<file path="src/rtl/rr_lock_arbiter.sv">
// Round-robin arbiter with grant locking and a bounded hold time for one shared write port.
// Define RR_LOCK_ARBITER_ASSERT_EN to compile the internal consistency assertions.
module rr_lock_arbiter #(
    parameter int N        = 4,
    parameter int MAX_HOLD = 8,
    localparam int IDW     = (N > 1) ? $clog2(N) : 1
) (
    input  logic           clk,
    input  logic           rst,
    input  logic [N-1:0]   req,
    output logic [N-1:0]   gnt,
    output logic [IDW-1:0] gnt_id,
    output logic           gnt_valid,
    output logic           preempt
);

    localparam int HW = (MAX_HOLD > 0) ? $clog2(MAX_HOLD + 1) : 1;
    localparam logic [HW-1:0] HOLD_LAST = (MAX_HOLD > 0) ? HW'(MAX_HOLD - 1) : '0;
    localparam bit PREEMPT_EN = (MAX_HOLD > 0) && (N > 1);

    localparam logic [0:0] IDLE  = 1'b0;
    localparam logic [0:0] GRANT = 1'b1;

    logic [0:0]     state;
    logic [0:0]     state_n;
    logic [IDW-1:0] ptr;
    logic [IDW-1:0] ptr_n;
    logic [HW-1:0]  hold;
    logic [HW-1:0]  hold_n;
    logic [N-1:0]   gnt_n;
    logic [IDW-1:0] gnt_id_n;
    logic           preempt_n;
    logic [IDW:0]   idle_pick;
    logic [IDW:0]   next_pick;
    logic [IDW-1:0] next_owner;
    logic           limit_hit;

    // Wrap-around priority search: the MSB of the result flags whether any candidate was found.
    function automatic logic [IDW:0] find_next(
        input logic [N-1:0]   vec,
        input logic [IDW-1:0] start,
        input logic           excl_en,
        input logic [IDW-1:0] excl
    );
        logic           found;
        logic [IDW-1:0] idx;
        logic [IDW-1:0] pos;
        found = 1'b0;
        idx   = '0;
        for (int i = 0; i < 2 * N; i++) begin
            pos = IDW'((int'(start) + i) % N);
            if (!found && vec[pos] && !(excl_en && (pos == excl))) begin
                found = 1'b1;
                idx   = pos;
            end
        end
        return {found, idx};
    endfunction

    function automatic logic [IDW-1:0] next_index(input logic [IDW-1:0] k);
        int t;
        t = int'(k) + 1;
        if (t >= N) begin
            t = 0;
        end
        return IDW'(t);
    endfunction

    function automatic logic [N-1:0] to_onehot(input logic [IDW-1:0] k);
        logic [N-1:0] v;
        v    = '0;
        v[k] = 1'b1;
        return v;
    endfunction

    always_comb begin
        next_owner = next_index(gnt_id);
        idle_pick  = find_next(req, ptr, 1'b0, '0);
        next_pick  = find_next(req, next_owner, 1'b1, gnt_id);
        limit_hit  = PREEMPT_EN && (hold == HOLD_LAST);
    end

    // Release hands over on the same edge so a waiting requester never sees a bubble cycle.
    always_comb begin
        state_n   = state;
        ptr_n     = ptr;
        hold_n    = hold;
        gnt_n     = gnt;
        gnt_id_n  = gnt_id;
        preempt_n = 1'b0;
        case (state)
            IDLE: begin
                if (idle_pick[IDW]) begin
                    gnt_n    = to_onehot(idle_pick[IDW-1:0]);
                    gnt_id_n = idle_pick[IDW-1:0];
                    hold_n   = '0;
                    state_n  = GRANT;
                end
            end
            GRANT: begin
                if (!req[gnt_id]) begin
                    ptr_n  = next_owner;
                    hold_n = '0;
                    if (next_pick[IDW]) begin
                        gnt_n    = to_onehot(next_pick[IDW-1:0]);
                        gnt_id_n = next_pick[IDW-1:0];
                    end else begin
                        gnt_n   = '0;
                        state_n = IDLE;
                    end
                end else if (limit_hit && next_pick[IDW]) begin
                    gnt_n     = to_onehot(next_pick[IDW-1:0]);
                    gnt_id_n  = next_pick[IDW-1:0];
                    ptr_n     = next_owner;
                    hold_n    = '0;
                    preempt_n = 1'b1;
                end else if (hold != HOLD_LAST) begin
                    hold_n = hold + HW'(1);
                end
            end
            default: begin
                gnt_n   = '0;
                state_n = IDLE;
            end
        endcase
    end

    always_ff @(posedge clk) begin
        if (rst) begin
            state     <= IDLE;
            ptr       <= '0;
            hold      <= '0;
            gnt       <= '0;
            gnt_id    <= '0;
            gnt_valid <= 1'b0;
            preempt   <= 1'b0;
        end else begin
            state     <= state_n;
            ptr       <= ptr_n;
            hold      <= hold_n;
            gnt       <= gnt_n;
            gnt_id    <= gnt_id_n;
            gnt_valid <= |gnt_n;
            preempt   <= preempt_n;
        end
    end

`ifdef RR_LOCK_ARBITER_ASSERT_EN
    logic [N-1:0] req_prev;
    logic [N-1:0] gnt_prev;
    int           run_len;

    // run_len counts consecutive observed cycles of the current grant, capped just above MAX_HOLD.
    always_ff @(posedge clk) begin
        if (rst) begin
            req_prev <= '0;
            gnt_prev <= '0;
            run_len  <= 0;
        end else begin
            assert ($onehot0(gnt));
            assert (gnt_valid == (|gnt));
            assert (!gnt_valid || gnt[gnt_id]);
            assert ((gnt & ~req_prev) == '0);
            assert (!preempt || (run_len == MAX_HOLD));
            req_prev <= req;
            gnt_prev <= gnt;
            if ((gnt != '0) && (gnt == gnt_prev)) begin
                run_len <= (run_len > MAX_HOLD) ? run_len : run_len + 1;
            end else begin
                run_len <= (gnt != '0) ? 1 : 0;
            end
        end
    end
`endif

endmodule

</file>
<file path="config.mk">
export PLATFORM = sky130hd
export DESIGN_NAME = rr_lock_arbiter
export DESIGN_NICKNAME = d
export VERILOG_FILES = /design/src/rtl/rr_lock_arbiter.sv
export SDC_FILE = /design/constraint.sdc
export NUM_CORES = 1
export LEC_CHECK = 0
export CAP_MARGIN = 15
export CORE_UTILIZATION = 53
export CTS_BUF_LIST = sky130_fd_sc_hd__clkbuf_2 sky130_fd_sc_hd__clkbuf_4 sky130_fd_sc_hd__clkbuf_8
export CTS_CLUSTER_SIZE = 28
export DETAILED_ROUTE_END_ITERATION = 12
export PLACE_DENSITY_LB_ADDON = 0.3
export SYNTH_ARGS = -nofsm -noshare
export SYNTH_HDL_FRONTEND = slang
export SYNTH_SLANG_ARGS = --single-unit
</file>
<file path="constraint.sdc">
create_clock -name clk -period 2.5 [get_ports clk]
set_clock_uncertainty 0.05 [all_clocks]
set_input_delay 0.625 -clock clk [delete_from_list [all_inputs] [get_ports clk]]
set_output_delay 0.625 -clock clk [all_outputs]
set_load 0.01 [all_outputs]
</file>
==> impl_results.html, run 1 <==
<table>
<tr><th>Metric</th><th>Value</th></tr>
<tr><th colspan="2">Logic synthesis</th></tr>
<tr><td>Post-synthesis sequential element count</td><td>15</td></tr>
<tr><td>Count of flip-flops with a built-in enable after synthesis</td><td>0</td></tr>
<tr><td>Post-synthesis cell count</td><td>around 150</td></tr>
<tr><td>Post-Syn Nets</td><td>~160</td></tr>
<tr><td>Most frequently used flop master after synthesis</td><td>sky130_fd_sc_hd__dfxtp_1</td></tr>
<tr><td>Cell Area, Synth</td><td>between 1000 and 1500 µm²</td></tr>
<tr><td>Avg Synthesized Cell Area</td><td>~8.4 µm²</td></tr>
<tr><td>Yosys cell types</td><td>58</td></tr>
<tr><td>Ys Warns</td><td>0</td></tr>
<tr><td>Async set-or-reset flop fraction in the synthesized netlist</td><td>0</td></tr>
<tr><td>Part of the Yosys area used for sequential elements</td><td>0.231</td></tr>
<tr><th colspan="2">Timing</th></tr>
<tr><td>Final critical-path share of the clock period</td><td>0.966</td></tr>
<tr><td>Setup Viol. Count Final</td><td>0</td></tr>
<tr><td>Final-report max-slew violation count</td><td>0</td></tr>
<tr><td>Hold Vio Cnt, Final</td><td>0</td></tr>
<tr><td>Upper clock frequency limit</td><td>414 MHz</td></tr>
<tr><td>Max-slew headroom</td><td>0.710</td></tr>
<tr><td>Worst path setup slack after routing</td><td>0.0860 ns</td></tr>
<tr><td>Actual transition at the worst max-transition pin</td><td>around 0.43 ns</td></tr>
<tr><td>Final Critical Period</td><td>roughly 2.4 ns</td></tr>
<tr><td>Final total negative setup slack</td><td>0 ns</td></tr>
<tr><th colspan="2">Die</th></tr>
<tr><td>Number of placement rows</td><td>17</td></tr>
<tr><td>Total core area</td><td>between 2000 and 2500 µm²</td></tr>
<tr><td>Area enclosed by the die boundary</td><td>2650 µm²</td></tr>
<tr><td>Number of top-level pins</td><td>14</td></tr>
<tr><td>Die span in x</td><td>around 50 µm</td></tr>
<tr><td>Vertical die dimension</td><td>just over 50 µm</td></tr>
<tr><td>Initial cell density of the core</td><td>0.575</td></tr>
<tr><th colspan="2">Clock tree</th></tr>
<tr><td>Clock-pin slew on the worst setup and hold paths</td><td>0.10 ns</td></tr>
<tr><td>Maximum buffer depth of the clock tree</td><td>2</td></tr>
<tr><td>Clock Sink Count</td><td>15</td></tr>
<tr><td>Clock latency on the worst-skew pair</td><td>approximately 0.30 ns</td></tr>
<tr><td>H-tree lvl count</td><td>1</td></tr>
<tr><td>Buffer type at the clock tree root</td><td>sky130_fd_sc_hd__clkbuf_4</td></tr>
<tr><td>Clock tree from TritonCTS</td><td>yes</td></tr>
<tr><td>Hold buffer count at cts</td><td>0</td></tr>
<tr><td>Cts bufs inserted</td><td>3</td></tr>
<tr><th colspan="2">Detailed routing</th></tr>
<tr><td>Average routed wire per standard cell</td><td>16.7 µm</td></tr>
<tr><td>Wirelength, routed</td><td>approximately 3700 µm</td></tr>
<tr><td>Number of detailed-route iterations in the first pass</td><td>4</td></tr>
<tr><td>Count of vias placed by the detailed router</td><td>roughly 1400</td></tr>
<tr><td>Detailed-route vias per instance</td><td>just over 6</td></tr>
<tr><td>Number of violations reported at the end of detailed-routing iteration 0</td><td>35</td></tr>
<tr><td>Number of routed nets with antenna violations</td><td>0</td></tr>
<tr><td>Drt drc</td><td>0</td></tr>
<tr><th colspan="2">Cells and area</th></tr>
<tr><td>Fill cell count</td><td>168</td></tr>
<tr><td>Fraction of final layout cells with drive strength greater than 1</td><td>0.323</td></tr>
<tr><td>Post-Layout Inst Area</td><td>1760 µm²</td></tr>
<tr><td>Post-layout util</td><td>0.780</td></tr>
<tr><td>NumNets Final</td><td>between 200 and 250</td></tr>
<tr><td>Area growth from synthesis to layout</td><td>35.5%</td></tr>
<tr><td>Total inserted antenna cells</td><td>0</td></tr>
<tr><th colspan="2">Critical path</th></tr>
<tr><td>Worst endpoint required time</td><td>2.68 ns</td></tr>
<tr><td>Reg2reg end</td><td>gnt[1]</td></tr>
<tr><td>Arrival time at the worst endpoint</td><td>2.59 ns</td></tr>
<tr><td>Worst-path fanout max</td><td>6</td></tr>
<tr><td>Worst setup path category</td><td>primary input to register</td></tr>
<tr><td>Launching element of the worst setup path</td><td>req[1]</td></tr>
<tr><td>Register-to-Register Setup Slack</td><td>approximately 0.086 ns</td></tr>
<tr><td>Endpoint class of the critical path</td><td>register</td></tr>
<tr><td>Depth of the most critical reg-to-reg path</td><td>9</td></tr>
<tr><td>Critical Path Source Type</td><td>primary input</td></tr>
<tr><td>End point of the critical path</td><td>gnt[1]</td></tr>
<tr><td>Beginning of the worst register-to-register path</td><td>gnt_id[1]</td></tr>
<tr><th colspan="2">GRT</th></tr>
<tr><td>Wire length of the first global-routing pass</td><td>5790 µm</td></tr>
<tr><td>Via count of the first global-routing pass</td><td>1254</td></tr>
<tr><td>Total track usage</td><td>0.296</td></tr>
<tr><td>Antenna violations before repair</td><td>0</td></tr>
<tr><td>Pin count of the biggest net entering global routing</td><td>21</td></tr>
<tr><td>Leftover overflow at the end of global routing</td><td>0</td></tr>
<tr><th colspan="2">Placement</th></tr>
<tr><td>Placed wire-length estimate</td><td>around 2400 µm</td></tr>
<tr><td>Routability-driven placement congestion ratio</td><td>just under 0.9</td></tr>
<tr><td>Placed inst area</td><td>1610 µm²</td></tr>
<tr><td>Worst setup slack before clock tree synthesis</td><td>-0.429 ns</td></tr>
<tr><td>Number of buffers added on ports</td><td>13</td></tr>
<tr><th colspan="2">Power and ir drop</th></tr>
<tr><td>Max rail drop VDD</td><td>around 0.55 mV</td></tr>
<tr><td>P per Cell Area</td><td>roughly 790 nW/µm²</td></tr>
<tr><td>Pwr Total</td><td>between 1 and 1.5 mW</td></tr>
<tr><td>Standby leakage power</td><td>between 0.7 and 0.8 nW</td></tr>
<tr><th colspan="2">Job</th></tr>
<tr><td>Number of maximum-capacitance violations</td><td>0</td></tr>
<tr><th colspan="2">Run status</th></tr>
<tr><td>Outcome</td><td>complete, no violations</td></tr>
<tr><th colspan="2">Min path</th></tr>
<tr><td>Path class of the lowest-slack min-delay path</td><td>register to register</td></tr>
</table>
-- per-stage QoR --
stage / cells / hold slack [ns]
final: 223 / 0.464
after global routing: 223 / 0.478
after CTS: 218 / 0.462
after detailed placement: 213 / 0.440
after global placement: 213 / 0.429
after floorplan: 154 / 0.408
-- cell type report --
| class | count | area, µm² | area share |
|---|---|---|---|
| clock inverters | 1 | 5.00 | 0.00285 |
| flip-flops and latches | 15 | 300 | 0.171 |
| inverters | 5 | 18.8 | 0.0107 |
| multi-input cells | 121 | 970 | 0.552 |
| well taps | 28 | 35.0 | 0.0199 |
| repair buffers | 50 | 407 | 0.231 |
| clock buffers | 3 | 22.5 | 0.0128 |
-- state kept, by name, indices dropped and copies added (netlist names) --
register   flops
gnt            4
hold           4
gnt_id         2
ptr            2
gnt_valid      1
preempt        1
state          1
-- metal layers --
layer / vias up / track usage / wire (µm)
li1: 663 / - / -
met2: 46 / 0.487 / 1790
met4: 0 / 0.140 / 94
met5: - / 0 / 0
met1: 648 / 0.384 / 1730
met3: 10 / 0.0268 / 114
-- kinds of logic after synthesis --
logic type,after synthesis,synth area share
and+or+nand+nor,63,0.305
AOI/OAI and AO/OA,49,0.299
buffers and inverters,18,0.0800
DFF,15,0.231
muxes,5,0.0521
xor gates and xnor gates,2,0.0135
adders and majority gates,2,0.0193
-- cell usage after synthesis, drive strengths merged, types with 2 or more instances --
master	count	area (µm²)
o21ai	7	38.8
buf	9	68.8
nand3	5	25.0
inv	5	18.8
mux2i	3	30.0
a21boi	2	15.0
nor2	13	48.8
o22ai	5	37.5
a31o	2	17.5
ha	2	25.0
o21a	2	15.0
a211oi	6	55.1
nand2b	4	25.0
clkbuf	4	16.3
dfxtp	15	300
xnor2	2	17.5
and3	4	25.0
nand2	9	33.8
a21oi	11	55.1
nor3	4	36.3
nor3b	3	22.5
or2	3	18.8
a22oi	2	15.0
and4bb	2	25.0
nor2b	3	26.3
nand3b	3	22.5
nor4	4	25.0
-- placed cells by master, fill, tap and decap left out, types with 5 or more instances in the layout --
cell type	count
sky130_fd_sc_hd__clkdlybuf4s50_1	9
sky130_fd_sc_hd__inv_1	5
sky130_fd_sc_hd__buf_4	37
sky130_fd_sc_hd__nand3_1	5
sky130_fd_sc_hd__dfxtp_1	15
sky130_fd_sc_hd__a21oi_1	11
sky130_fd_sc_hd__nand2_1	9
sky130_fd_sc_hd__o21ai_0	5
sky130_fd_sc_hd__nor2_1	13
-- repair_timing --
item	4_1_cts	5_1_grt
pin swaps	2	5
gates resized for setup	10	6
setup endpoints to repair	12	13
setup buffers	1	5
-- where the power goes --
part           leakage, nW  internal, mW  total [mW]  switching, mW
combinational        0.564         0.455       0.931          0.477
sequential           0.123         0.272       0.302         0.0300
clock               0.0177        0.0599       0.152         0.0924
total                0.705         0.787        1.39          0.599
-- worst max-delay path, cell delays in order --
cell                            delay (ns)
sky130_fd_sc_hd__dlygate4sd2_1        0.30
sky130_fd_sc_hd__buf_4                0.18
sky130_fd_sc_hd__a311oi_4             0.39
sky130_fd_sc_hd__buf_4                0.18
sky130_fd_sc_hd__o32ai_2              0.08
sky130_fd_sc_hd__a211oi_2             0.42
sky130_fd_sc_hd__buf_4                0.20
sky130_fd_sc_hd__nand2_1              0.04
sky130_fd_sc_hd__o21ai_0              0.16
-- how the worst min path moves through the flow --
| stage | startpoint | cells after the start | to | slack, ns |
|---|---|---|---|---|
| floorplan | hold[0] | 1 | hold[0] | 0.41 |
| global placement | gnt[2] | 2 | gnt[2] | 0.43 |
| detailed placement | gnt[2] | 2 | gnt[2] | 0.44 |
| CTS | hold[0] | 1 | hold[0] | 0.46 |
| global route | hold[0] | 1 | hold[0] | 0.48 |
| finish | hold[0] | 1 | hold[0] | 0.46 |
Note: power is estimated with default switching activity, not from simulation.
==> inputs of run 2 (changes only) <==
--- a/config.mk
+++ b/config.mk
@@ -6,10 +6,11 @@
 export NUM_CORES = 1
 export LEC_CHECK = 0
 export CAP_MARGIN = 15
-export CORE_UTILIZATION = 53
+export CORE_UTILIZATION = 57
 export CTS_BUF_LIST = sky130_fd_sc_hd__clkbuf_2 sky130_fd_sc_hd__clkbuf_4 sky130_fd_sc_hd__clkbuf_8
 export CTS_CLUSTER_SIZE = 28
 export DETAILED_ROUTE_END_ITERATION = 12
+export DONT_BUFFER_PORTS = 1
 export PLACE_DENSITY_LB_ADDON = 0.3
 export SYNTH_ARGS = -nofsm -noshare
 export SYNTH_HDL_FRONTEND = slang
==> run 2 against run 1 <==
Against the previous run:
- first-iteration DRC count is 26% higher
- flip-flop and latch count stayed put
- clock-buffer cell count stayed put
- maximum frequency down 2.8%
- routed wire length decreased by 22%
- clock power down 7%
- die area fell by 6.8%
- core utilization shrank 11 points
- worst setup slack got worse by 0.069 ns
- global-route usage fell by 5.8 points
- final area is 22% lower
==> impl_results.html, run 2 (synthesis gave the netlist of run 1 again) <==
<table>
<tr><th>Metric</th><th>Value</th></tr>
<tr><th colspan="2">Run status</th></tr>
<tr><td>Outcome</td><td>complete, no violations</td></tr>
<tr><th colspan="2">Cells and area</th></tr>
<tr><td>Total inserted antenna cells</td><td>0 (unchanged)</td></tr>
<tr><td>Biggest registers after layout</td><td>gnt x4, hold x4</td></tr>
<tr><td>Most frequent cells in the layout</td><td>15 x sky130_fd_sc_hd__dfxtp_1, 13 x sky130_fd_sc_hd__nor2_1, 11 x sky130_fd_sc_hd__a21oi_1</td></tr>
<tr><td>Final instance count without filler cells</td><td>180 (-19%)</td></tr>
<tr><td>Most common cell after layout, fill and taps aside</td><td>sky130_fd_sc_hd__dfxtp_1</td></tr>
<tr><td>Fraction of final layout cells with drive strength greater than 1</td><td>0.196 (-0.127)</td></tr>
<tr><td>Area growth from synthesis to layout</td><td>5.40%</td></tr>
<tr><td>NumNets Final</td><td>162 (-21%)</td></tr>
<tr><td>Fill cell count</td><td>183 (+8.9%)</td></tr>
<tr><th colspan="2">Clock tree</th></tr>
<tr><td>Clock latency on the worst-skew pair</td><td>0.29 ns (about the same)</td></tr>
<tr><td>Clock Sink Count</td><td>15 (unchanged)</td></tr>
<tr><td>Cts bufs inserted</td><td>3 (unchanged)</td></tr>
<tr><td>Buffer type at the clock tree root</td><td>sky130_fd_sc_hd__clkbuf_4</td></tr>
<tr><td>H-tree lvl count</td><td>1 (unchanged)</td></tr>
<tr><td>Clock-pin slew on the worst setup and hold paths</td><td>0.09 ns (about the same)</td></tr>
<tr><td>Maximum buffer depth of the clock tree</td><td>2 (unchanged)</td></tr>
<tr><td>Hold buffer count at cts</td><td>0 (unchanged)</td></tr>
<tr><td>Clock tree from TritonCTS</td><td>yes</td></tr>
<tr><th colspan="2">Detailed routing</th></tr>
<tr><td>Number of violations reported at the end of detailed-routing iteration 0</td><td>44 (+26%)</td></tr>
<tr><td>Number of routed nets with antenna violations</td><td>0 (unchanged)</td></tr>
<tr><td>Count of vias placed by the detailed router</td><td>1183 (-13%)</td></tr>
<tr><td>Drt drc</td><td>0 (unchanged)</td></tr>
<tr><td>Detailed-route vias per instance</td><td>6.57 (+7.2%)</td></tr>
<tr><td>Average routed wire per standard cell</td><td>16.1 µm (-3.4%)</td></tr>
<tr><td>Wirelength, routed</td><td>2910 µm (-22%)</td></tr>
<tr><td>Number of detailed-route iterations in the first pass</td><td>4 (unchanged)</td></tr>
<tr><th colspan="2">Power and ir drop</th></tr>
<tr><td>Standby leakage power</td><td>0.499 nW (-29%)</td></tr>
<tr><td>P per Cell Area</td><td>819 nW/µm² (+3.9%)</td></tr>
<tr><td>Internal portion of total power</td><td>631 µW (-20%)</td></tr>
<tr><td>Switching Fraction</td><td>0.437 (+0.00447)</td></tr>
<tr><td>Combinational cell fraction of total power</td><td>0.595 (-0.077)</td></tr>
<tr><td>Max rail drop VDD</td><td>0.503 mV (-7.8%)</td></tr>
<tr><td>Net switching power</td><td>489 µW (-18%)</td></tr>
<tr><td>Clock share of power</td><td>0.126 (+0.016)</td></tr>
<tr><td>Part of the total power dissipated in sequential elements</td><td>0.278 (+0.060)</td></tr>
<tr><th colspan="2">Placement</th></tr>
<tr><td>Number of buffers added on ports</td><td>0 (-13)</td></tr>
<tr><td>Routability-driven placement congestion ratio</td><td>0.859 (-2.0%)</td></tr>
<tr><td>Placed instance count</td><td>175 (-18%)</td></tr>
<tr><td>Placed wire-length estimate</td><td>2100 µm (-13%)</td></tr>
<tr><th colspan="2">Die</th></tr>
<tr><td>Number of placement rows</td><td>16 (-1)</td></tr>
<tr><td>Total core area</td><td>2040 µm² (-9.4%)</td></tr>
<tr><td>Area enclosed by the die boundary</td><td>2470 µm² (-6.8%)</td></tr>
<tr><td>Number of top-level pins</td><td>14 (unchanged)</td></tr>
<tr><td>Die span in x</td><td>49.7 µm (-3.4%)</td></tr>
<tr><td>Initial cell density of the core</td><td>0.635 (+0.0599)</td></tr>
<tr><td>Vertical die dimension</td><td>49.7 µm (-3.4%)</td></tr>
<tr><th colspan="2">GRT</th></tr>
<tr><td>Wire length of the first global-routing pass</td><td>4620 µm (-20%)</td></tr>
<tr><td>Antenna violations before repair</td><td>0 (unchanged)</td></tr>
<tr><td>Pin count of the biggest net entering global routing</td><td>21 (unchanged)</td></tr>
<tr><td>Total track usage</td><td>0.238 (-0.0577)</td></tr>
<tr><td>Via count of the first global-routing pass</td><td>1013 (-19%)</td></tr>
<tr><td>Leftover overflow at the end of global routing</td><td>0 (unchanged)</td></tr>
<tr><th colspan="2">Critical path</th></tr>
<tr><td>Critical Path Slowest Stage Cell</td><td>sky130_fd_sc_hd__dfxtp_1</td></tr>
<tr><td>Worst endpoint required time</td><td>2.63 ns (-0.05 ns)</td></tr>
<tr><td>Crit path buffers/inverters</td><td>1 (-3)</td></tr>
<tr><td>Endpoint class of the critical path</td><td>register</td></tr>
<tr><td>CP Cell Sequence</td><td>buf_6 -&gt; mux2_4 -&gt; o22ai_1 -&gt; o22ai_2 -&gt; nor3_4 -&gt; nor3_2 -&gt; nor3b_1 -&gt; a221o_1</td></tr>
<tr><td>Slowest stage delay, CP</td><td>0.40 ns (-0.02 ns)</td></tr>
<tr><td>Critical Path Source Type</td><td>register</td></tr>
<tr><td>Arrival time at the worst endpoint</td><td>2.61 ns (+0.02 ns)</td></tr>
<tr><td>Kind of cell adding the most delay to the critical path</td><td>compound AO/OA/AOI/OAI gates</td></tr>
<tr><td>Worst-path fanout max</td><td>20 (+14)</td></tr>
<tr><td>Worst setup path category</td><td>register to register</td></tr>
<tr><th colspan="2">Timing</th></tr>
<tr><td>Worst hold margin</td><td>0.335 ns (-0.129 ns)</td></tr>
<tr><td>Upper clock frequency limit</td><td>403 MHz (-2.8%)</td></tr>
<tr><td>Hold Vio Cnt, Final</td><td>0 (unchanged)</td></tr>
<tr><td>Actual transition at the worst max-transition pin</td><td>0.494 ns (+0.0615 ns)</td></tr>
<tr><td>Setup Viol. Count Final</td><td>0 (unchanged)</td></tr>
<tr><td>Final Critical Period</td><td>2.48 ns (+0.0686 ns)</td></tr>
<tr><td>Final critical-path share of the clock period</td><td>0.993 (+0.0275)</td></tr>
<tr><td>Max-slew headroom</td><td>0.668 (-0.0413)</td></tr>
<tr><td>Final-report max-slew violation count</td><td>0 (unchanged)</td></tr>
<tr><th colspan="2">Min path</th></tr>
<tr><td>Path class of the lowest-slack min-delay path</td><td>primary input to register</td></tr>
<tr><th colspan="2">Job</th></tr>
<tr><td>Number of maximum-capacitance violations</td><td>0 (unchanged)</td></tr>
</table>
-- run 2: cell types whose count changed in the layout (fill, tap and decap cells not counted), sizes merged --
cell and change:
clkdlybuf4s50 -9, buf -29, dlygate4sd2 -3, dlymetal6s2s -1
-- run 2: through the flow --
step	TNS [ns]	total power [mW]	utilization	setup WS, ns	instance area, µm²
floorplan	0	0.824	-	0.103	1300
global placement	0	0.909	0.636	0.113	1300
detailed placement	0	0.924	0.636	0.0743	1300
CTS	0	1.07	0.650	0.0495	1330
global route	-0.186	1.19	0.670	-0.0644	1370
finish	0	1.12	0.670	0.0173	1370
-- run 2: routing by layer --
metal  global-route usage  part of all wire  vias up
met1                0.328              0.45      566
met2                0.365              0.49       32
met4               0.0524            0.0065        0
met5                    0                 0        -
met3               0.0679             0.053        5
li1                     -                 -      580
-- run 2: path summary, 6_finish.rpt --
path	slack, ns	depth (start not counted)	end	startpoint
worst max register to register	0.02	8	gnt[3]	gnt_id[0]
worst max-delay path	0.02	8	gnt[3]	gnt_id[0]
worst min-delay path	0.34	1	state	rst
worst min register to register	0.45	1	hold[0]	hold[0]
-- run 2: worst register-to-register path: cells and delay by family (launching register included) --
family / cells / cell delay [ns]
AND/OR/NAND/NOR: 3 / 0.67
buffers and inverters: 1 / 0.23
AO/OA/AOI/OAI: 3 / 0.69
multiplexers: 1 / 0.34
flip-flops: 1 / 0.40
-- run 2: power by group through the flow --
stage | Sequential (mW) | Combinational (mW) | Clock [mW]
floorplan | 0.310 | 0.514 | 0
global placement | 0.312 | 0.597 | 0
detailed placement | 0.313 | 0.611 | 0
CTS | 0.307 | 0.613 | 0.145
global route | 0.317 | 0.719 | 0.159
finish | 0.312 | 0.667 | 0.142
-- run 2: layout make-up --
type | count | area (µm²) | share of cell area
multi-input combinational | 121 | 920 | 0.672
clock inverter | 1 | 5.00 | 0.00366
tap | 27 | 33.8 | 0.0247
sequential | 15 | 300 | 0.220
clock buffer | 3 | 22.5 | 0.0165
timing repair buffer | 8 | 67.6 | 0.0494
inverter | 5 | 18.8 | 0.0137
-- run 2: what timing repair did --
action	CTS	global route
resized for setup	0	6
endpoints found under the setup margin	0	7
buffers inserted	0	1
